## config.mk

```make
export PLATFORM = sky130hd
export DESIGN_NAME = iter_shift_ctrl
export DESIGN_NICKNAME = d
export VERILOG_FILES = /design/src/rtl/iter_shift_ctrl.sv
export SDC_FILE = /design/constraint.sdc
export NUM_CORES = 1
export LEC_CHECK = 0
export CAP_MARGIN = 20
export CORE_UTILIZATION = 52
export CTS_BUF_LIST = sky130_fd_sc_hd__clkbuf_8
export CTS_CLUSTER_SIZE = 12
export DETAILED_ROUTE_END_ITERATION = 10
export GPL_TIMING_DRIVEN = 0
export HOLD_SLACK_MARGIN = 0.15
export PLACE_DENSITY = 0.92
export REMOVE_ABC_BUFFERS = 1
export SLEW_MARGIN = 30
export SYNTH_ARGS = -nofsm -noshare
export SYNTH_HDL_FRONTEND = slang
export SYNTH_SLANG_ARGS = --single-unit
```

## constraint.sdc

```tcl
create_clock -name clk -period 2.3 [get_ports clk]
set_input_delay 0.23 -clock clk [delete_from_list [all_inputs] [get_ports clk]]
set_output_delay 0.23 -clock clk [all_outputs]
set_load 0.1 [all_outputs]
```

## src/rtl/iter_shift_ctrl.sv

```systemverilog
// Iterative SLL/SRL/SRA sequencer: latches operand and amount, shifts one bit per cycle.
// Build macro ITER_SHIFT_STRIDE4_EN enables 4-bit steps while the remaining count is >= 4.
module iter_shift_ctrl #(
    parameter int N   = 32,
    parameter int SHW = 5
) (
    input  logic           clk,
    input  logic           rst,
    input  logic           start,
    input  logic [1:0]     op,
    input  logic [N-1:0]   operand,
    input  logic [SHW-1:0] shamt,
    input  logic           flush,
    output logic           busy,
    output logic           done,
    output logic [N-1:0]   result,
    output logic [1:0]     dbg_state
);

    typedef enum logic [1:0] {
        S_IDLE  = 2'd0,
        S_SHIFT = 2'd1,
        S_DONE  = 2'd2
    } state_t;

    state_t         r_state;
    state_t         w_next_state;
    logic [N-1:0]   r_data;
    logic [SHW-1:0] r_cnt;
    logic [1:0]     r_op;
    logic [N-1:0]   r_result;

    logic [N-1:0]   w_sh1;
    logic [N-1:0]   w_step_data;
    logic [SHW-1:0] w_step_amt;

    // Single-bit step; op 2'b11 falls through to SLL.
    always_comb begin
        case (r_op)
            2'b01:   w_sh1 = {1'b0, r_data[N-1:1]};
            2'b10:   w_sh1 = {r_data[N-1], r_data[N-1:1]};
            default: w_sh1 = {r_data[N-2:0], 1'b0};
        endcase
    end

`ifdef ITER_SHIFT_STRIDE4_EN
    logic [N-1:0] w_sh4;

    always_comb begin
        case (r_op)
            2'b01:   w_sh4 = {4'b0000, r_data[N-1:4]};
            2'b10:   w_sh4 = {{4{r_data[N-1]}}, r_data[N-1:4]};
            default: w_sh4 = {r_data[N-5:0], 4'b0000};
        endcase
    end

    always_comb begin
        if (r_cnt >= SHW'(4)) begin
            w_step_data = w_sh4;
            w_step_amt  = SHW'(4);
        end else begin
            w_step_data = w_sh1;
            w_step_amt  = SHW'(1);
        end
    end
`else
    always_comb begin
        w_step_data = w_sh1;
        w_step_amt  = SHW'(1);
    end
`endif

    always_ff @(posedge clk or posedge rst) begin
        if (rst) begin
            r_state <= S_IDLE;
        end else begin
            r_state <= w_next_state;
        end
    end

    // Flush wins over everything, including a same-cycle start.
    always_comb begin
        w_next_state = r_state;
        if (flush) begin
            w_next_state = S_IDLE;
        end else begin
            case (r_state)
                S_IDLE:  if (start) w_next_state = S_SHIFT;
                S_SHIFT: if (r_cnt == '0) w_next_state = S_DONE;
                S_DONE:  w_next_state = S_IDLE;
                default: w_next_state = S_IDLE;
            endcase
        end
    end

    always_comb begin
        busy      = (r_state != S_IDLE);
        done      = (r_state == S_DONE);
        result    = r_result;
        dbg_state = r_state;
    end

    always_ff @(posedge clk or posedge rst) begin
        if (rst) begin
            r_data   <= '0;
            r_cnt    <= '0;
            r_op     <= 2'b00;
            r_result <= '0;
        end else if (!flush) begin
            case (r_state)
                S_IDLE: begin
                    if (start) begin
                        r_data <= operand;
                        r_cnt  <= shamt;
                        r_op   <= op;
                    end
                end
                S_SHIFT: begin
                    if (r_cnt != '0) begin
                        r_data <= w_step_data;
                        r_cnt  <= r_cnt - w_step_amt;
                    end else begin
                        r_result <= r_data;
                    end
                end
                default: ;
            endcase
        end
    end

endmodule
```

-- Yosys cells after proc, flatten, opt, wreduce, memory -nomap -nowiden
Cells that the tools add are included.
- add/subtract/negate cells: 1
- eq/ne operators: 9
- mux-type cells: 11
- bitwise logic cells: 2
- reductions and logical operators: 10
- operators with widths (kind ; number):
    case mux 32 bit (2 select lines) ; 2
    two-way mux 32 bit ; 2
    two-way mux 5 bit ; 2
    case mux 5 bit (2 select lines) ; 1
    two-way mux 2 bit ; 3
    inequality test 2 bit (second input constant) ; 3
    inequality test 3 bit (second input constant) ; 2
    AND reduction 3 bit ; 2
    logical NOT 5 bit ; 1
    AND reduction 5 bit ; 1
    nonzero test 5 bit ; 1
    subtractor 5 x 1 -> 5 bit (second input constant) ; 1
    equality test 2 x 1 -> 1 bit (second input constant) ; 2
    equality test 2 bit (second input constant) ; 2
    case mux 2 bit (2 select lines) ; 1
    AND reduction 4 bit ; 1
    nonzero test 2 bit ; 2
    logical NOT 2 bit ; 1
    inverter 1 bit ; 2
    AND reduction 2 bit ; 1
- bits in registers: 73
- output and inout port bits: 36
- word-level logic and storage cells: 39

-- Logic depth before layout (Yosys ltp)
Gate-level depths: netlist of run 1.
- depth in word-level cells: 4
- mapped depth: 7
- depth with buffers taken out: 6

-- Worst setup path after synthesis of run 1
No wires, ideal clock.
- path kind: reg-to-output
- start point: register r_state[1] (netlist: dbg_state[1])
- end point: output port done
- arrival: 2448 ps
- data required time: 2070 ps
- setup slack: -378 ps
- stages on the path, launching flop included: 2
- cells stage by stage: dfrtp_1 > nor2b_1
- longest elaborated chain between the ends: 1
- RTL lines (item ; line ; source):
    start: declaration ; 26 ; state_t r_state;
    start signal: assignment ; 77 ; r_state <= w_next_state;
    equality test 2 bit ; 98 ; done = (r_state == S_DONE);
    end: declaration ; 15 ; output logic done,
Every way passes these cells.

-- Worst setup path after layout of run 1
- start point: register r_state[0] (netlist: dbg_state[0])
- end point: output port dbg_state[0]
- RTL lines (item ; line ; source):
    end: declaration ; 17 ; output logic [1:0] dbg_state
No word-level cell between the ends.

==> metrics.txt, run 1 <==
Synth Area per Inst 10.93 µm²; Pint between 3 and 4 mW; port buffer count 78; post-synth cell types 29; TritonRoute pass-1 iters 4; GR peak layer met2; Sw Ratio 0.5028; Comb power frac 0.527; Highest Clock Rate around 450 MHz; critical path, cell by cell clkdlybuf4s50_1; skew final between 0.009 and 0.01 ns; Max-slew headroom 0.3346; final antenna-violating net count 0; top cell type's share of synthesized area 0.5444; first-pass GRT wire length 12,830 µm; Async S/R FF share, synth 1.000; routability cong. 0.7323; status complete, no violations; total power 6.138 mW; core box area 6061 µm²; Final Hold Viols 0; CTS tree done; Pwr Density 1368 nW/µm²; worst-skew pair later-pin latency 0.34 ns; critical path fanouts, max 7; unrepaired setup endpoints after global routing no; nets@finish 429; element type at the critical path start flop; Clock Root Buffer clkbuf_8; H-tree depth 3; post-synthesis cell count just over 300; ys flop type dfrtp_1; Multi-input gate area 1423 µm²; fraction of layout cells with a size suffix above 1 0.1727; EDFF count, synth 0; CP Capture Type primary output; GR Util met2 0.4248; Hold Crit Class in2async; Worst Path Arrival 2.02 ns; Ports between 70 and 80; Std-Cell Rows 28; setup TNS 0 ns; Final min period about 2.2 ns; Reg power frac 0.329; detailed-route via count about 2,800; M1 GR Usage 0.3198; Syn Std Cell Area 3356 µm²; M3 GR Usage 0.05495; Final Cycle Share 0.9762; Layout Utilization 0.7403; Post-DP HPWL between 5000 and 6000 µm; Clock Path Buffers 2; Yosys warning total 0; pin count of the biggest net entering global routing 42; IR drop worst, VDD 0.9498 mV; CP bufs+invs 1; Final Max Slew Viols 0; Area contributors post-synth dfrtp_1 (54%), mux2_2 (11%), a221oi_1 (7.8%); Critical Path Max Stage Delay 1.19 ns; Clk pin slew, worst setup/hold paths 0.08 ns; Layout fillers 426; height of the die 82.33 µm; worst setup path class reg2out; final setup violation count 0; number of antenna violations at the first check in global routing 0; Worst-Margin Slew between 0.9 and 1 ns; maxcap violations 0; WL/cell 17.20 µm; critical path required time 2.07 ns; count leader, synth dfrtp_1; Leakage between 1.5 and 2 nW; clock power share 0.145; P_sw 3.086 mW; cts bufs inserted 9; register area 1827 µm²; Remaining Overflow, GRT 0; Total Wirelength 7962 µm; initial DRC count 208; Die X between 80 and 90 µm; synth cell count leaders dfrtp_1 (73), nor2_1 (38), a21oi_1 (37); Total Die Area 6778 µm²; Ant. Diodes 0; GRT Util Overall 0.2564; Via density 5.942; sequential area share after synthesis 0.5444; Area growth syn-to-layout 33.71%; clock sinks 73; DRC violations left 0; delay-heaviest family, CP buffers and inverters; flops & latches, synth 73; Starting Density 0.5537; cell taking the most area after synthesis dfrtp_1; Crit-path slowest cell clkdlybuf4s50_1; CTS Hold Bufs 0; vias in the first global route 2,750
==> metrics by stage <==
stage          instances  hold slack, ns  setup slack (ns)  cell area [µm²]
2_1_floorplan        283          0.3468            -2.572             3236
3_3_place_gp         436          0.4890            -3.169             4110
3_5_place_dp         445          0.4947           -0.1011             4274
4_1_cts              463          0.3022           0.05116             4484
5_1_grt              463          0.3383           0.01315             4487
6_report             463          0.2900           0.05466             4487
==> final timing paths <==
path | startpoint | endpoint | slack [ns] | cells after the start
max in group asynchronous | rst | result[2] | 1.45 | 3
setup / recovery | dbg_state[0] | dbg_state[0] | 0.05 | 1
min in group clk | shamt[4] | r_cnt[4] | 0.46 | 3
hold / removal | rst | result[22] | 0.29 | 2
setup reg to reg | r_cnt[0] | result[2] | 0.16 | 7
hold reg to reg | result[26] | result[26] | 0.51 | 1
==> per-layer routing <==
layer | vias up | routed length, µm
met3 | 19 | 434
met1 | 1357 | 3423
met4 | 0 | 167
li1 | 1281 | -
met5 | - | 0
met2 | 94 | 3936
==> what timing repair did <==
item / CTS / global route
setup endpoints to repair: 39 / 0
buffers inserted: 2 / 0
resized for setup: 3 / 0
==> state kept, by name (all words and copies together), names as in the netlist <==
name and flops:
result 32, r_op 2, r_data 32, dbg_state 2, r_cnt 5
==> logic make-up after synthesis <==
family / synth area share
AND/OR/NAND/NOR: 0.1309
AO/OA/AOI/OAI: 0.1637
flip-flops: 0.5444
multiplexers: 0.1074
adder cells (fa/ha/maj): 0.01119
buffers and inverters: 0.04250
==> power groups by stage <==
| stage | Clock (mW) | Sequential [mW] | Combinational [mW] |
|---|---|---|---|
| after floorplan | 0 | 3.66 | 0.735 |
| after CTS | 0.906 | 2.02 | 3.24 |
| after detailed placement | 0 | 2.04 | 3.22 |
| after global placement | 0 | 2.01 | 3.12 |
| after global routing | 0.951 | 2.07 | 3.38 |
| final | 0.889 | 2.02 | 3.23 |
==> cells in the final DEF, fill, tap and decap left out, drive strengths merged <==
cell	instances
clkdlybuf4s50	75
dfrtp	73
nor2	39
a21oi	37
mux2	32
and3	30
a221oi	30
clkbuf	11
buf	11
o21ai	10
inv	8
nand2	6
clkinv	3
dlygate4sd2	3
nor3b	3
ha	3
a22oi	2
nand2b	2
nor3	2
nor2b	2
a2111oi	1
or2	1
a21boi	1
o22ai	1
or3	1
o21a	1
==> final cells by class <==
class / instances / area share
inverter: 6 / 0.005577
clock buffer: 11 / 0.03374
multi-input combinational: 204 / 0.3171
tap: 75 / 0.02091
clock inverter: 5 / 0.005020
sequential: 73 / 0.4071
timing repair buffer: 89 / 0.2105
(Power assumes the default switching activity.)
==> run 2: changes to the inputs <==
SKIP_CTS_REPAIR_TIMING = 1   (was default)
==> metrics.txt, run 2 (synthesized netlist as in run 1, its figures left out) <==
unrepaired setup endpoints after global routing no; Die X 82.33 µm (unchanged); vias in the first global route 2,704 (-1.7%); number of antenna violations at the first check in global routing 0 (unchanged); WHS 0.2891 ns (-0.0008800 ns); maxcap violations 0 (unchanged); CTS tree done; Final Cycle Share 0.9737 (-0.002530); Total Die Area 6778 µm² (unchanged); r2r endpoint result[2]; Final min period 2.240 ns (-0.005820 ns); worst setup path class reg2out; Max-slew headroom 0.3381 (+0.003445); crit path from dbg_state[0]; core box area 6061 µm² (unchanged); initial DRC count 200 (-3.8%); Clk pin slew, worst setup/hold paths 0.08 ns (about the same); H-tree depth 3 (unchanged); CP bufs+invs 1 (unchanged); critical path required time 2.07 ns (about the same); Highest Clock Rate 446.5 MHz (+0.26%); M1 WL 3429 µm (+0.18%); nets@finish 430 (+0.23%); Final Max Slew Viols 0 (unchanged); skew final 0.008992 ns (-0.0009710 ns); Worst Path Arrival 2.01 ns (about the same); WL/cell 17.01 µm (-1.1%); reg2reg path depth 7 (unchanged); last element of the critical path dbg_state[0]; cts bufs inserted 9 (unchanged); delay-heaviest family, CP buffers and inverters; Final Hold Viols 0 (unchanged); Area growth syn-to-layout 33.89%; Crit-path slowest cell clkdlybuf4s50_1; Pwr Density 1366 nW/µm² (-0.13%); worst-skew pair later-pin latency 0.34 ns (about the same); height of the die 82.33 µm (unchanged); r2r setup slk 0.15 ns (about the same); fraction of layout cells with a size suffix above 1 0.1748 (+0.002127); Leakage 2.028 nW (+2.0%); status complete, no violations; Hold Crit Class in2async; Layout fillers 425 (-0.23%); met3 wire len 437 µm (+0.69%); critical path, cell by cell clkdlybuf4s50_1; port buffer count 78 (unchanged); final setup violation count 0 (unchanged); critical path fanouts, max 7 (unchanged); Ports 79 (unchanged); total power 6.139 mW (about the same); Remaining Overflow, GRT 0 (unchanged); Clock Path Buffers 2 (unchanged); element type at the critical path start flop; register area 1827 µm² (unchanged); first-pass GRT wire length 12,550 µm (-2.2%); detailed-route via count 2,764 (+0.47%); fin cells 464 (+0.22%); IR drop worst, VDD 0.9726 mV (+2.4%); routed length on met2 3868 µm (-1.7%); placed cell count 445 (unchanged); critical path depth 1 (unchanged); most common cell after layout, fill and taps aside clkdlybuf4s50_1; CP Capture Type primary output; DRC violations left 0 (unchanged); Layout Utilization 0.7413 (+0.001032); Starting Density 0.5537 (unchanged); Std-Cell Rows 28 (unchanged); pin count of the biggest net entering global routing 42 (unchanged); Clock Root Buffer clkbuf_8; GRT Util Overall 0.2504 (-0.006023); Multi-input gate area 1423 µm² (unchanged); Critical Path Max Stage Delay 1.19 ns (about the same); routability cong. 0.7323 (unchanged); Worst-Margin Slew 0.9898 ns (-0.005151 ns); clock sinks 73 (unchanged); TritonRoute pass-1 iters 4 (unchanged); Post-DP HPWL 5301 µm (unchanged); Total Wirelength 7892 µm (-0.88%); setup TNS 0 ns (unchanged); commonest non-fill, non-tap cells in the layout clkdlybuf4s50_1 (75), dfrtp_1 (73), nor2_1 (38), a21oi_1 (37), mux2_2 (32); Ant. Diodes 0 (unchanged); Worst R2R Start r_cnt[0]; Max Used Layer met4; final antenna-violating net count 0 (unchanged); Via density 5.957 (+0.26%)
[run 2: cell count changes in the layout (fill, tap and decap cells not counted), sizes merged]
cell,previous run,this run
buf,11,12
dlygate4sd2,3,0
dlymetal6s2s,0,3
[run 2: layout make-up]
| class | instances | share of cell area |
|---|---|---|
| Clock inverter | 5 | 0.005013 |
| Multi-Input combinational cell | 204 | 0.3166 |
| Inverter | 6 | 0.005569 |
| Sequential cell | 73 | 0.4066 |
| Clock buffer | 11 | 0.03370 |
| Tap cell | 75 | 0.02089 |
| Timing Repair Buffer | 90 | 0.2116 |
[run 2: worst register-to-register path, stage by stage (launching register included)]
cell	delay (ns)
dfrtp_1	0.39
inv_1	0.09
ha_1	0.20
nor3b_1	0.41
nand2_1	0.18
nor2_4	0.22
buf_16	0.19
mux2_2	0.36
[run 2: stage by stage]
| step | area (µm²) | worst slack, ns |
|---|---|---|
| finish | 4493 | 0.06048 |
| detailed placement | 4274 | -0.1011 |
| floorplan | 3236 | -2.572 |
| global route | 4493 | 0.01177 |
| global placement | 4110 | -3.169 |
| CTS | 4448 | -0.1526 |
[run 2: worst min path at each step]
stage	startpoint	to	cells after the start
final	rst	result[22]	2
after global routing	rst	result[22]	2
after CTS	rst	result[22]	2
after detailed placement	result[27]	result[27]	1
after global placement	result[30]	result[30]	1
after floorplan	op[0]	r_op[0]	2
[run 2: where the power goes]
part	internal, mW	leakage (nW)	switching [mW]	total (mW)
Clock	0.438	0.101	0.454	0.892
Sequential	1.71	0.884	0.313	2.02
Combinational	0.907	1.04	2.32	3.23
Total	3.05	2.03	3.09	6.14
[run 2: per-layer routing]
metal,track usage,up-vias
met5,0,-
met1,0.3196,1363
li1,-,1282
met3,0.05165,19
met2,0.4074,100
met4,0.1193,0
